## config.mk

```make
export PLATFORM = sky130hd
export DESIGN_NAME = control_suma_serial
export DESIGN_NICKNAME = d
export VERILOG_FILES = /design/src/rtl/control_suma_serial.sv
export SDC_FILE = /design/constraint.sdc
export NUM_CORES = 1
export LEC_CHECK = 0
export CAP_MARGIN = 40
export CORE_UTILIZATION = 45
export CTS_BUF_LIST = sky130_fd_sc_hd__clkbuf_16
export DETAILED_ROUTE_END_ITERATION = 10
export DONT_BUFFER_PORTS = 1
export PLACE_DENSITY = 0.68
export SYNTH_ARGS = -nofsm -noshare
export SYNTH_HDL_FRONTEND = slang
export SYNTH_SLANG_ARGS = --single-unit
```

## constraint.sdc

```tcl
create_clock -name clk -period 5.4 [get_ports clk]
set_clock_uncertainty 0.05 [all_clocks]
set_input_delay 0.81 -clock clk [delete_from_list [all_inputs] [get_ports clk]]
set_output_delay 0.81 -clock clk [all_outputs]
set_load 0.02 [all_outputs]
```

## src/rtl/control_suma_serial.sv

```systemverilog
// ---------------------------------------------------------------------------
// control_suma_serial
//
// Nibble-serial sequencer that computes a (4*NIBBLES)-bit sum on a single
// shared 4-bit ripple-carry adder. One nibble is processed per clock, least
// significant first, with the carry chained through a register.
//
// Handshake is start/busy/done:
//   - start is sampled only in IDLE or DONE; the accepting edge captures
//     a, b, cin (and op when subtraction is built in).
//   - busy is high for NIBBLES cycles while nibbles are processed.
//   - done pulses for one cycle when result/cout/ovf are complete.
//
// Optional feature macro: SUB_EN
//   defined   : op port present; op=1 computes a - b (b inverted, carry-in
//               forced to 1, cin ignored); cout=1 then means "no borrow".
//   undefined : no op port, addition only.
//
// Parameters:
//   NIBBLES  number of 4-bit slices (legal range 2..16), operand width
//            is 4*NIBBLES.
//
// Ports:
//   clk     in   rising-edge clock
//   rst_n   in   asynchronous active-low reset
//   start   in   request (pulse or level)
//   a       in   operand A, captured on the accepting edge
//   b       in   operand B, captured on the accepting edge
//   cin     in   carry-in, captured on the accepting edge
//   op      in   0 = add, 1 = subtract (SUB_EN builds only)
//   busy    out  high while nibbles are being processed
//   done    out  one-cycle completion pulse
//   result  out  sum modulo 2^(4*NIBBLES); partial during busy, stable
//                from done until the next accept
//   cout    out  carry out of the most significant nibble
//   ovf     out  two's-complement overflow of the full-width result
// ---------------------------------------------------------------------------

// ---------------------------------------------------------------------------
// sumador_rc4
//
// Shared 4-bit ripple-carry adder: w = x + y + cin, w[4] is the carry out.
//
// Ports:
//   x    in   4-bit addend
//   y    in   4-bit addend
//   cin  in   carry-in
//   w    out  5-bit sum (w[4] = carry out)
// ---------------------------------------------------------------------------
module sumador_rc4 (
    input  logic [3:0] x,
    input  logic [3:0] y,
    input  logic       cin,
    output logic [4:0] w
);

    // c[i] is the carry into bit i; c[4] is the carry out of the slice.
    logic [4:0] c;

    always_comb begin
        c    = '0;
        w    = '0;
        c[0] = cin;
        for (int unsigned i = 0; i < 4; i++) begin
            w[i]     = x[i] ^ y[i] ^ c[i];
            c[i + 1] = (x[i] & y[i]) | (c[i] & (x[i] ^ y[i]));
        end
        w[4] = c[4];
    end

endmodule

module control_suma_serial #(
    parameter int NIBBLES = 4
) (
    input  logic                   clk,
    input  logic                   rst_n,
    input  logic                   start,
    input  logic [4*NIBBLES-1:0]   a,
    input  logic [4*NIBBLES-1:0]   b,
    input  logic                   cin,
`ifdef SUB_EN
    input  logic                   op,
`endif
    output logic                   busy,
    output logic                   done,
    output logic [4*NIBBLES-1:0]   result,
    output logic                   cout,
    output logic                   ovf
);

    localparam int W     = 4 * NIBBLES;
    localparam int IDX_W = (NIBBLES > 1) ? $clog2(NIBBLES) : 1;

    localparam logic [1:0] S_IDLE = 2'd0;
    localparam logic [1:0] S_RUN  = 2'd1;
    localparam logic [1:0] S_DONE = 2'd2;

    // ------------------------------------------------------------------
    // State and datapath registers
    // ------------------------------------------------------------------
    logic [1:0]       state_q,  state_d;
    logic [IDX_W-1:0] idx_q,    idx_d;
    logic             carry_q,  carry_d;
    logic [W-1:0]     a_q,      a_d;
    // Holds the effective B operand (already inverted for subtraction).
    logic [W-1:0]     b_q,      b_d;
    logic [W-1:0]     result_q, result_d;
    logic             cout_q,   cout_d;
    logic             ovf_q,    ovf_d;

    // ------------------------------------------------------------------
    // Adder slice selection
    // ------------------------------------------------------------------
    logic [3:0] nib_a;
    logic [3:0] nib_b;
    logic [4:0] w_sum;
    logic       accept;
    logic       last_nib;
    logic [W-1:0] b_eff_in;
    logic         carry_init;

    // Decode-style nibble mux: keeps every operand bit visibly used and
    // maps to a plain one-hot select in synthesis.
    always_comb begin
        nib_a = '0;
        nib_b = '0;
        for (int unsigned i = 0; i < NIBBLES; i++) begin
            if (idx_q == IDX_W'(i)) begin
                nib_a = a_q[i*4 +: 4];
                nib_b = b_q[i*4 +: 4];
            end
        end
    end

    sumador_rc4 u_adder (
        .x   (nib_a),
        .y   (nib_b),
        .cin (carry_q),
        .w   (w_sum)
    );

    // ------------------------------------------------------------------
    // Operand conditioning on accept
    // ------------------------------------------------------------------
`ifdef SUB_EN
    always_comb begin
        b_eff_in   = op ? ~b : b;
        carry_init = op ? 1'b1 : cin;
    end
`else
    always_comb begin
        b_eff_in   = b;
        carry_init = cin;
    end
`endif

    assign accept   = start && ((state_q == S_IDLE) || (state_q == S_DONE));
    assign last_nib = (idx_q == IDX_W'(NIBBLES - 1));

    // ------------------------------------------------------------------
    // Next-state logic
    // ------------------------------------------------------------------
    always_comb begin
        state_d  = state_q;
        idx_d    = idx_q;
        carry_d  = carry_q;
        a_d      = a_q;
        b_d      = b_q;
        result_d = result_q;
        cout_d   = cout_q;
        ovf_d    = ovf_q;

        case (state_q)
            S_IDLE, S_DONE: begin
                if (accept) begin
                    state_d  = S_RUN;
                    idx_d    = '0;
                    carry_d  = carry_init;
                    a_d      = a;
                    b_d      = b_eff_in;
                    result_d = '0;
                    cout_d   = 1'b0;
                    ovf_d    = 1'b0;
                end else begin
                    state_d = S_IDLE;
                end
            end

            S_RUN: begin
                for (int unsigned i = 0; i < NIBBLES; i++) begin
                    if (idx_q == IDX_W'(i)) begin
                        result_d[i*4 +: 4] = w_sum[3:0];
                    end
                end
                carry_d = w_sum[4];
                if (last_nib) begin
                    // Overflow: operands share a sign that the top bit of
                    // the sum does not.
                    idx_d   = '0;
                    cout_d  = w_sum[4];
                    ovf_d   = (a_q[W-1] == b_q[W-1]) && (w_sum[3] != a_q[W-1]);
                    state_d = S_DONE;
                end else begin
                    idx_d = idx_q + 1'b1;
                end
            end

            default: begin
                state_d = S_IDLE;
            end
        endcase
    end

    // ------------------------------------------------------------------
    // Registers
    // ------------------------------------------------------------------
    always_ff @(posedge clk or negedge rst_n) begin
        if (!rst_n) begin
            state_q  <= S_IDLE;
            idx_q    <= '0;
            carry_q  <= 1'b0;
            a_q      <= '0;
            b_q      <= '0;
            result_q <= '0;
            cout_q   <= 1'b0;
            ovf_q    <= 1'b0;
        end else begin
            state_q  <= state_d;
            idx_q    <= idx_d;
            carry_q  <= carry_d;
            a_q      <= a_d;
            b_q      <= b_d;
            result_q <= result_d;
            cout_q   <= cout_d;
            ovf_q    <= ovf_d;
        end
    end

    // ------------------------------------------------------------------
    // Outputs (all straight from registers)
    // ------------------------------------------------------------------
    assign busy   = (state_q == S_RUN);
    assign done   = (state_q == S_DONE);
    assign result = result_q;
    assign cout   = cout_q;
    assign ovf    = ovf_q;

endmodule
```

==> results of run 1 <==
==> metal layers <==
layer,up-vias,GRT usage,wire [um]
met1,834,0.247,2370
met2,44,0.322,2620
li1,869,-,-
met5,-,0,0
met3,2,0.0419,229
met4,0,0.0519,23
==> report_power, final <==
group | leakage [nW] | internal [mW] | switching, mW
Clock | 0.0838 | 0.219 | 0.147
Sequential | 0.698 | 0.597 | 0.184
Combinational | 0.514 | 0.292 | 0.488
Total | 1.30 | 1.11 | 0.818
==> Yosys cell counts (all sizes together) <==
master / count / area [um^2]
nand2: 88 / 330
dfrtp: 55 / 1380
o21ai: 27 / 135
nand3: 19 / 95.1
inv: 14 / 52.6
buf: 13 / 91.3
a21oi: 8 / 40.0
a22oi: 6 / 45.0
a221o: 5 / 50.1
nor2b: 5 / 36.3
fa: 4 / 80.1
ha: 4 / 50.1
nand3b: 4 / 30.0
nor2: 3 / 11.3
o31ai: 3 / 22.5
a221oi: 2 / 17.5
clkbuf: 2 / 7.51
nand2b: 2 / 15.0
a22o: 1 / 8.76
and3: 1 / 6.26
nor3: 1 / 5.00
==> logic make-up after synthesis <==
group	after synthesis	share of synthesized area
AO/OA/AOI/OAI	52	0.127
adder cells (fa/ha/maj)	8	0.0519
buffers and inverters	29	0.0604
flip-flops	55	0.549
AND/OR/NAND/NOR	123	0.211
==> worst max-delay path by stage <==
stage / slack, ps / endpoint / startpoint
floorplan: 2240 / ovf / idx_q[0]
global placement: 2050 / ovf / idx_q[0]
detailed placement: 1890 / ovf / idx_q[0]
CTS: 1850 / ovf / idx_q[0]
global route: 1560 / ovf / idx_q[0]
finish: 1870 / ovf / idx_q[0]
==> critical path, stage by stage, from the launching register on <==
cell,delay (ps)
sky130_fd_sc_hd__dfrtp_1,430
sky130_fd_sc_hd__inv_1,100
sky130_fd_sc_hd__ha_1,510
sky130_fd_sc_hd__a21oi_1,70
sky130_fd_sc_hd__o21ai_0,100
sky130_fd_sc_hd__a22oi_1,120
sky130_fd_sc_hd__fa_1,450
sky130_fd_sc_hd__inv_1,80
sky130_fd_sc_hd__fa_1,170
sky130_fd_sc_hd__inv_1,50
sky130_fd_sc_hd__fa_1,370
sky130_fd_sc_hd__fa_1,530
sky130_fd_sc_hd__and3_1,220
sky130_fd_sc_hd__nor2_1,100
sky130_fd_sc_hd__o21ai_1,60
==> sequential cells by signal, indices dropped and copies added, names as in the netlist <==
register,count
b_q,16
ovf,1
idx_q,2
state_q,2
cout,1
result,16
a_q,16
carry_q,1
==> area by class of cell <==
class | count | area share
inverter | 14 | 0.0196
tap | 70 | 0.0327
sequential | 55 | 0.514
clock inverter | 3 | 0.0163
clock buffer | 5 | 0.0467
multi-input combinational | 183 | 0.365
timing repair buffer | 2 | 0.00560
==> impl_results.html, run 1 <==
<table>
<tr><th>Metric</th><th>Value</th></tr>
<tr><th colspan="2">Timing</th></tr>
<tr><td>Setup repair after global routing missed its margin</td><td>false</td></tr>
<tr><td>Max-slew violation total from the final report</td><td>0</td></tr>
<tr><td>Worst-case setup margin in the final layout</td><td>1870 ps</td></tr>
<tr><td>Slew at the pin closest to its max-slew limit</td><td>619 ps</td></tr>
<tr><td>Top achievable clock speed</td><td>283 MHz</td></tr>
<tr><td>Minimum hold slack</td><td>160 ps</td></tr>
<tr><td>Final worst path period need</td><td>3530 ps</td></tr>
<tr><td>Share of the clock period used by the worst path after layout</td><td>0.655</td></tr>
<tr><td>Total of endpoints with negative setup slack in the final report</td><td>0</td></tr>
<tr><td>Number of hold violations in the final report</td><td>0</td></tr>
<tr><td>Final-layout setup total negative slack</td><td>0 ps</td></tr>
<tr><td>Worst max-slew margin expressed relative to the limit</td><td>0.587</td></tr>
<tr><th colspan="2">Final layout</th></tr>
<tr><td>Area taken by flip-flops and latches</td><td>1380 um^2</td></tr>
<tr><td>Leading cell types in the layout, fill and taps excluded</td><td>sky130_fd_sc_hd__nand2_1, sky130_fd_sc_hd__dfrtp_1, sky130_fd_sc_hd__o21ai_0</td></tr>
<tr><td>Most common library cell in the layout ignoring fill and taps</td><td>sky130_fd_sc_hd__nand2_1</td></tr>
<tr><td>Area Overhead vs Synth</td><td>6.89%</td></tr>
<tr><td>Area of all placed cells without fillers</td><td>2680 um^2</td></tr>
<tr><td>Proportion of layout cells with a drive suffix above 1</td><td>0.0534</td></tr>
<tr><td>Number of fill cells in the layout</td><td>480</td></tr>
<tr><td>Footprint of the multi-input gates</td><td>978 um^2</td></tr>
<tr><td>Non-filler instance count after layout</td><td>332</td></tr>
<tr><td>End-of-flow core utilization</td><td>0.511</td></tr>
<tr><td>Nets@finish</td><td>305</td></tr>
<tr><td>Final antenna diode count</td><td>0</td></tr>
<tr><th colspan="2">Clock network</th></tr>
<tr><td>Clk sinks</td><td>55</td></tr>
<tr><td>Clock tree from TritonCTS</td><td>done</td></tr>
<tr><td>Level count of the clock H-tree</td><td>2</td></tr>
<tr><td>Clock transition at the registers of the reported paths</td><td>70 ps</td></tr>
<tr><td>Number of setup buffers added after CTS</td><td>0</td></tr>
<tr><td>Clock root buffer</td><td>sky130_fd_sc_hd__clkbuf_16</td></tr>
<tr><td>TritonCTS buffer count</td><td>5</td></tr>
<tr><td>Maximum count of clock buffers along a single path</td><td>2</td></tr>
<tr><td>Count of instances resized after the clock tree is built</td><td>0</td></tr>
<tr><td>Worst skew pair latency</td><td>290 ps</td></tr>
<tr><td>Number of hold buffers added after cts</td><td>0</td></tr>
<tr><th colspan="2">Die</th></tr>
<tr><td>Initial Util</td><td>0.478</td></tr>
<tr><td>DIE HEIGHT</td><td>76.6 um</td></tr>
<tr><td>Number of core rows</td><td>26</td></tr>
<tr><td>Number of top-level design ports</td><td>56</td></tr>
<tr><td>Floorplan die width</td><td>76.6 um</td></tr>
<tr><td>CORE AREA</td><td>5240 um^2</td></tr>
<tr><td>Die area</td><td>5870 um^2</td></tr>
<tr><th colspan="2">Placement</th></tr>
<tr><td>Setup WS pre-CTS</td><td>1890 ps</td></tr>
<tr><td>Final HPWL from detailed placement</td><td>3.69 mm</td></tr>
<tr><td>Final estimated routing congestion in global placement</td><td>0.804</td></tr>
<tr><td>Total placed instance area</td><td>2510 um^2</td></tr>
<tr><td>Port Buffers</td><td>0</td></tr>
<tr><td>Count of placed standard cells including taps</td><td>324</td></tr>
<tr><th colspan="2">Drt</th></tr>
<tr><td>Number of routed nets with antenna violations</td><td>0</td></tr>
<tr><td>Routed via count divided by cell count</td><td>5.27</td></tr>
<tr><td>Post-detailed-route DRC marker count</td><td>0</td></tr>
<tr><td>Vias</td><td>1749</td></tr>
<tr><td>Total Wirelength</td><td>5.24 mm</td></tr>
<tr><td>Routed wirelength normalized by instance count</td><td>15.8 um</td></tr>
<tr><td>Pre-antenna DRT Iters</td><td>4</td></tr>
<tr><td>First DRT Iteration DRCs</td><td>70</td></tr>
<tr><th colspan="2">Yosys</th></tr>
<tr><td>Post-synthesis cell count</td><td>267</td></tr>
<tr><td>Number of distinct library cells after synthesis</td><td>27</td></tr>
<tr><td>Post-Synthesis Mean Instance Area</td><td>9.39 um^2</td></tr>
<tr><td>Syn Nets</td><td>311</td></tr>
<tr><td>Number of warning messages in the yosys log</td><td>0</td></tr>
<tr><td>Total of flip-flops plus latches after synthesis</td><td>55</td></tr>
<tr><td>Mapped cell area</td><td>2510 um^2</td></tr>
<tr><td>Share of the yosys chip area belonging to registers</td><td>0.549</td></tr>
<tr><th colspan="2">Critical path</th></tr>
<tr><td>Worst path required time</td><td>5510 ps</td></tr>
<tr><td>R2r setup slk</td><td>1870 ps</td></tr>
<tr><td>Number of cells on the worst reg-to-reg path</td><td>14</td></tr>
<tr><td>Critical path fanouts, max</td><td>17</td></tr>
<tr><td>Crit path capture type</td><td>flip-flop</td></tr>
<tr><td>Endpoint of the worst-slack reg-to-reg timing path</td><td>ovf</td></tr>
<tr><td>Type of the worst setup path</td><td>reg -&gt; reg</td></tr>
<tr><td>Worst Path Arrival</td><td>3650 ps</td></tr>
<tr><td>Startpoint of the worst register-to-register path</td><td>idx_q[0]</td></tr>
<tr><td>Type of origin of the critical path</td><td>flip-flop</td></tr>
<tr><th colspan="2">Global routing</th></tr>
<tr><td>Total overflow reported by the global router</td><td>0</td></tr>
<tr><td>Maximum number of pins on one net before global-route repair</td><td>56</td></tr>
<tr><td>First-pass GRT wire length</td><td>8.67 mm</td></tr>
<tr><td>Number of antenna violations at the first check in global routing</td><td>0</td></tr>
<tr><td>Via count of the first global-routing pass</td><td>1764</td></tr>
<tr><td>All-Layer GR Usage</td><td>0.191</td></tr>
<tr><th colspan="2">Pwr</th></tr>
<tr><td>Power density over cell area</td><td>719 nW/um^2</td></tr>
<tr><td>Leak Pwr</td><td>1.30 nW</td></tr>
<tr><td>Max VDD drop</td><td>301 uV</td></tr>
<tr><td>Post-route total power</td><td>1.93 mW</td></tr>
<tr><th colspan="2">Outcome</th></tr>
<tr><td>Status</td><td>finished, final reports clean</td></tr>
<tr><th colspan="2">Hold path</th></tr>
<tr><td>Min-delay worst type</td><td>in -&gt; async</td></tr>
<tr><th colspan="2">Flow run</th></tr>
<tr><td>Maxcap violations</td><td>0</td></tr>
</table>
Power figures use the tool's default switching activity.
==> run 2: changes to the inputs <==
Settings changed: PLACE_DENSITY 0.68 to 0.7.
Clock period 5.4 ns to 3.2 ns, I/O delays scaled along.
==> run 2 against run 1 <==
  * The flow now finishes with violations (negative hold slack)
  * Cell count rose by 2.1%
  * Worst hold slack worse by 160 ps
  * Critical path depth decreased by 2
  * Power grew 75%
  * Largest cell class unchanged
  * Highest routed layer unchanged
==> impl_results.html, run 2 (synthesis gave the netlist of run 1 again) <==
<table>
<tr><th>Metric</th><th>Value</th></tr>
<tr><th colspan="2">Critical path</th></tr>
<tr><td>R2r setup slk</td><td>80 ps (-1790 ps)</td></tr>
<tr><td>Startpoint of the worst register-to-register path</td><td>idx_q[1]</td></tr>
<tr><td>Number of cells on the worst reg-to-reg path</td><td>12 (-2)</td></tr>
<tr><td>Crit path capture type</td><td>flip-flop</td></tr>
<tr><td>Critical path fanouts, max</td><td>8 (-9)</td></tr>
<tr><td>Slowest CP cell</td><td>sky130_fd_sc_hd__fa_2</td></tr>
<tr><td>Type of the worst setup path</td><td>reg -&gt; reg</td></tr>
<tr><td>Endpoint of the worst-slack reg-to-reg timing path</td><td>ovf</td></tr>
<tr><td>Critical path's largest stage delay</td><td>480 ps (-50 ps)</td></tr>
<tr><td>Worst setup path endpoint</td><td>ovf</td></tr>
<tr><td>Worst path required time</td><td>3310 ps (-2200 ps)</td></tr>
<tr><td>Cell chain of the critical path</td><td>ha_1 -&gt; a21oi_1 -&gt; a22oi_2 -&gt; fa_1 -&gt; inv_1 -&gt; fa_1 -&gt; inv_1 -&gt; fa_2 -&gt; fa_2 -&gt; and3_1 -&gt; nor2_1 -&gt; o21ai_1</td></tr>
<tr><td>Type of origin of the critical path</td><td>flip-flop</td></tr>
<tr><td>CP startpoint</td><td>idx_q[1]</td></tr>
<tr><td>Worst Path Arrival</td><td>3230 ps (-420 ps)</td></tr>
<tr><th colspan="2">Global routing</th></tr>
<tr><td>Via count of the first global-routing pass</td><td>1741 (-1.3%)</td></tr>
<tr><td>Number of antenna violations at the first check in global routing</td><td>0 (unchanged)</td></tr>
<tr><td>Maximum number of pins on one net before global-route repair</td><td>56 (unchanged)</td></tr>
<tr><td>All-Layer GR Usage</td><td>0.192 (+0.000790)</td></tr>
<tr><td>Total overflow reported by the global router</td><td>0 (unchanged)</td></tr>
<tr><td>First-pass GRT wire length</td><td>8.76 mm (+0.96%)</td></tr>
<tr><th colspan="2">Timing</th></tr>
<tr><td>Total of endpoints with negative setup slack in the final report</td><td>0 (unchanged)</td></tr>
<tr><td>Share of the clock period used by the worst path after layout</td><td>0.975 (+0.321)</td></tr>
<tr><td>Final worst path period need</td><td>3120 ps (-414 ps)</td></tr>
<tr><td>Top achievable clock speed</td><td>320 MHz (+13%)</td></tr>
<tr><td>Number of hold violations in the final report</td><td>10 (+10)</td></tr>
<tr><td>Worst max-slew margin expressed relative to the limit</td><td>0.679 (+0.0920)</td></tr>
<tr><td>Slew at the pin closest to its max-slew limit</td><td>481 ps (-138 ps)</td></tr>
<tr><td>Worst-case setup margin in the final layout</td><td>79.3 ps (-1790 ps)</td></tr>
<tr><td>Max-slew violation total from the final report</td><td>0 (unchanged)</td></tr>
<tr><td>Minimum hold slack</td><td>-2.22 ps (-162 ps)</td></tr>
<tr><th colspan="2">Die</th></tr>
<tr><td>Number of core rows</td><td>26 (unchanged)</td></tr>
<tr><td>Number of top-level design ports</td><td>56 (unchanged)</td></tr>
<tr><td>Floorplan die width</td><td>76.6 um (unchanged)</td></tr>
<tr><td>Die area</td><td>5870 um^2 (unchanged)</td></tr>
<tr><td>DIE HEIGHT</td><td>76.6 um (unchanged)</td></tr>
<tr><td>CORE AREA</td><td>5240 um^2 (unchanged)</td></tr>
<tr><td>Initial Util</td><td>0.478 (unchanged)</td></tr>
<tr><th colspan="2">Pwr</th></tr>
<tr><td>Clock group share of total power</td><td>0.150 (-0.040)</td></tr>
<tr><td>Cell-internal power</td><td>1.94 mW (+75%)</td></tr>
<tr><td>Max VDD drop</td><td>559 uV (+86%)</td></tr>
<tr><td>Fraction of power consumed by sequential logic</td><td>0.393 (-0.012)</td></tr>
<tr><td>Net Sw Power</td><td>1.42 mW (+74%)</td></tr>
<tr><td>Post-route total power</td><td>3.36 mW (+75%)</td></tr>
<tr><td>Leak Pwr</td><td>1.33 nW (+3.0%)</td></tr>
<tr><td>Power density over cell area</td><td>1210 nW/um^2 (+68%)</td></tr>
<tr><td>Switching share of power</td><td>0.423 (-0.00170)</td></tr>
<tr><td>Logic pwr share</td><td>0.457 (+0.052)</td></tr>
<tr><th colspan="2">Placement</th></tr>
<tr><td>Count of placed standard cells including taps</td><td>330 (+1.9%)</td></tr>
<tr><td>Port Buffers</td><td>0 (unchanged)</td></tr>
<tr><td>Final HPWL from detailed placement</td><td>3.65 mm (-1.1%)</td></tr>
<tr><td>Final estimated routing congestion in global placement</td><td>0.828 (+2.9%)</td></tr>
<tr><td>Setup WS pre-CTS</td><td>32.0 ps (-1860 ps)</td></tr>
<tr><td>Total placed instance area</td><td>2550 um^2 (+1.8%)</td></tr>
<tr><th colspan="2">Final layout</th></tr>
<tr><td>Area Overhead vs Synth</td><td>11.3%</td></tr>
<tr><td>End-of-flow core utilization</td><td>0.532 (+0.0210)</td></tr>
<tr><td>Proportion of layout cells with a drive suffix above 1</td><td>0.115 (+0.0618)</td></tr>
<tr><td>Leading cell types in the layout, fill and taps excluded</td><td>sky130_fd_sc_hd__nand2_1, sky130_fd_sc_hd__dfrtp_1, sky130_fd_sc_hd__o21ai_0</td></tr>
<tr><td>Footprint of the multi-input gates</td><td>1040 um^2 (+6.5%)</td></tr>
<tr><td>Final antenna diode count</td><td>0 (unchanged)</td></tr>
<tr><td>Area of all placed cells without fillers</td><td>2790 um^2 (+4.1%)</td></tr>
<tr><td>Non-filler instance count after layout</td><td>339 (+2.1%)</td></tr>
<tr><td>Most common library cell in the layout ignoring fill and taps</td><td>sky130_fd_sc_hd__nand2_1</td></tr>
<tr><td>Nets@finish</td><td>313 (+2.6%)</td></tr>
<tr><td>Number of fill cells in the layout</td><td>479 (-0.21%)</td></tr>
<tr><td>Area taken by flip-flops and latches</td><td>1380 um^2 (about the same)</td></tr>
<tr><th colspan="2">Clock network</th></tr>
<tr><td>Clock transition at the registers of the reported paths</td><td>70 ps (about the same)</td></tr>
<tr><td>Maximum count of clock buffers along a single path</td><td>2 (unchanged)</td></tr>
<tr><td>TritonCTS buffer count</td><td>5 (unchanged)</td></tr>
<tr><td>Worst skew pair latency</td><td>290 ps (about the same)</td></tr>
<tr><td>Level count of the clock H-tree</td><td>2 (unchanged)</td></tr>
<tr><td>Clk sinks</td><td>55 (unchanged)</td></tr>
<tr><td>Clock tree from TritonCTS</td><td>done</td></tr>
<tr><td>Clock root buffer</td><td>sky130_fd_sc_hd__clkbuf_16</td></tr>
<tr><th colspan="2">Flow run</th></tr>
<tr><td>Maxcap violations</td><td>0 (unchanged)</td></tr>
<tr><th colspan="2">Drt</th></tr>
<tr><td>First DRT Iteration DRCs</td><td>71 (+1.4%)</td></tr>
<tr><td>Post-detailed-route DRC marker count</td><td>0 (unchanged)</td></tr>
<tr><td>Routed wirelength normalized by instance count</td><td>15.4 um (-2.8%)</td></tr>
<tr><td>Routed via count divided by cell count</td><td>5.27 (+0.12%)</td></tr>
<tr><td>Number of routed nets with antenna violations</td><td>0 (unchanged)</td></tr>
<tr><td>Total Wirelength</td><td>5.20 mm (-0.74%)</td></tr>
<tr><td>Vias</td><td>1788 (+2.2%)</td></tr>
<tr><td>Pre-antenna DRT Iters</td><td>4 (unchanged)</td></tr>
<tr><th colspan="2">Hold path</th></tr>
<tr><td>Min-delay worst type</td><td>in -&gt; async</td></tr>
<tr><th colspan="2">Outcome</th></tr>
<tr><td>Violated checks</td><td>negative hold slack</td></tr>
<tr><td>Status</td><td>finished, violations left</td></tr>
</table>
[run 2: cell types whose count changed in the layout (fill, tap and decap cells not counted), moves of 2 or more]
cell,delta
sky130_fd_sc_hd__inv_2,+2
sky130_fd_sc_hd__ha_1,-3
sky130_fd_sc_hd__fa_2,+2
sky130_fd_sc_hd__fa_1,-2
sky130_fd_sc_hd__inv_1,-2
sky130_fd_sc_hd__o21ai_1,+2
sky130_fd_sc_hd__o21ai_0,-2
sky130_fd_sc_hd__buf_4,+7
sky130_fd_sc_hd__ha_4,+3
[run 2: worst min path at each step]
stage | start | endpoint | slack [ps]
global route | rst_n | result[11] | 10
global placement | rst_n | result[8] | 140
finish | rst_n | result[7] | -2
floorplan | rst_n | a_q[0] | 130
detailed placement | rst_n | result[8] | 140
CTS | rst_n | result[10] | 9
[run 2: final cells by class]
type | count | share of cell area
clock buffer | 5 | 0.0449
clock inverter | 2 | 0.00314
inverter | 14 | 0.0188
multi-input combinational | 183 | 0.374
sequential | 55 | 0.494
tap | 70 | 0.0314
timing repair buffer | 10 | 0.0341
[run 2: worst max-delay path: cells and delay by family, from the launching register on]
| family | cells | cell delay, ps |
|---|---|---|
| compound gates | 3 | 380 |
| fa+ha+maj | 5 | 1700 |
| buf+inv | 2 | 120 |
| flops | 1 | 440 |
| simple gates | 2 | 300 |
[run 2: power by group through the flow]
stage / clock network, mW / registers (mW) / logic [mW]
after floorplan: 0 / 1.25 / 1.06
after global placement: 0 / 1.33 / 1.37
after detailed placement: 0 / 1.33 / 1.40
after CTS: 0.518 / 1.32 / 1.42
after global routing: 0.549 / 1.36 / 1.77
final: 0.505 / 1.32 / 1.54
[run 2: per-layer routing]
metal  track usage  part of all wire  vias up
li1              -                 -      887
met1         0.260              0.46      847
met2         0.305              0.48       46
met3        0.0443             0.044        8
met4        0.0577             0.012        0
met5             0                 0        -
[run 2: metrics by stage]
stage                     TNS [ps]  hold slack (ps)
after floorplan                  0              134
after global placement           0              137
after detailed placement         0              136
after CTS                        0             9.44
after global routing         -29.1             11.0
final                            0            -2.22
[run 2: timing repair]
item,4_1_cts,5_1_grt
endpoints found under the hold margin,55,0
buffers inserted,0,1
hold buffers,1,0
resized for setup,0,17
setup endpoints to repair,0,4
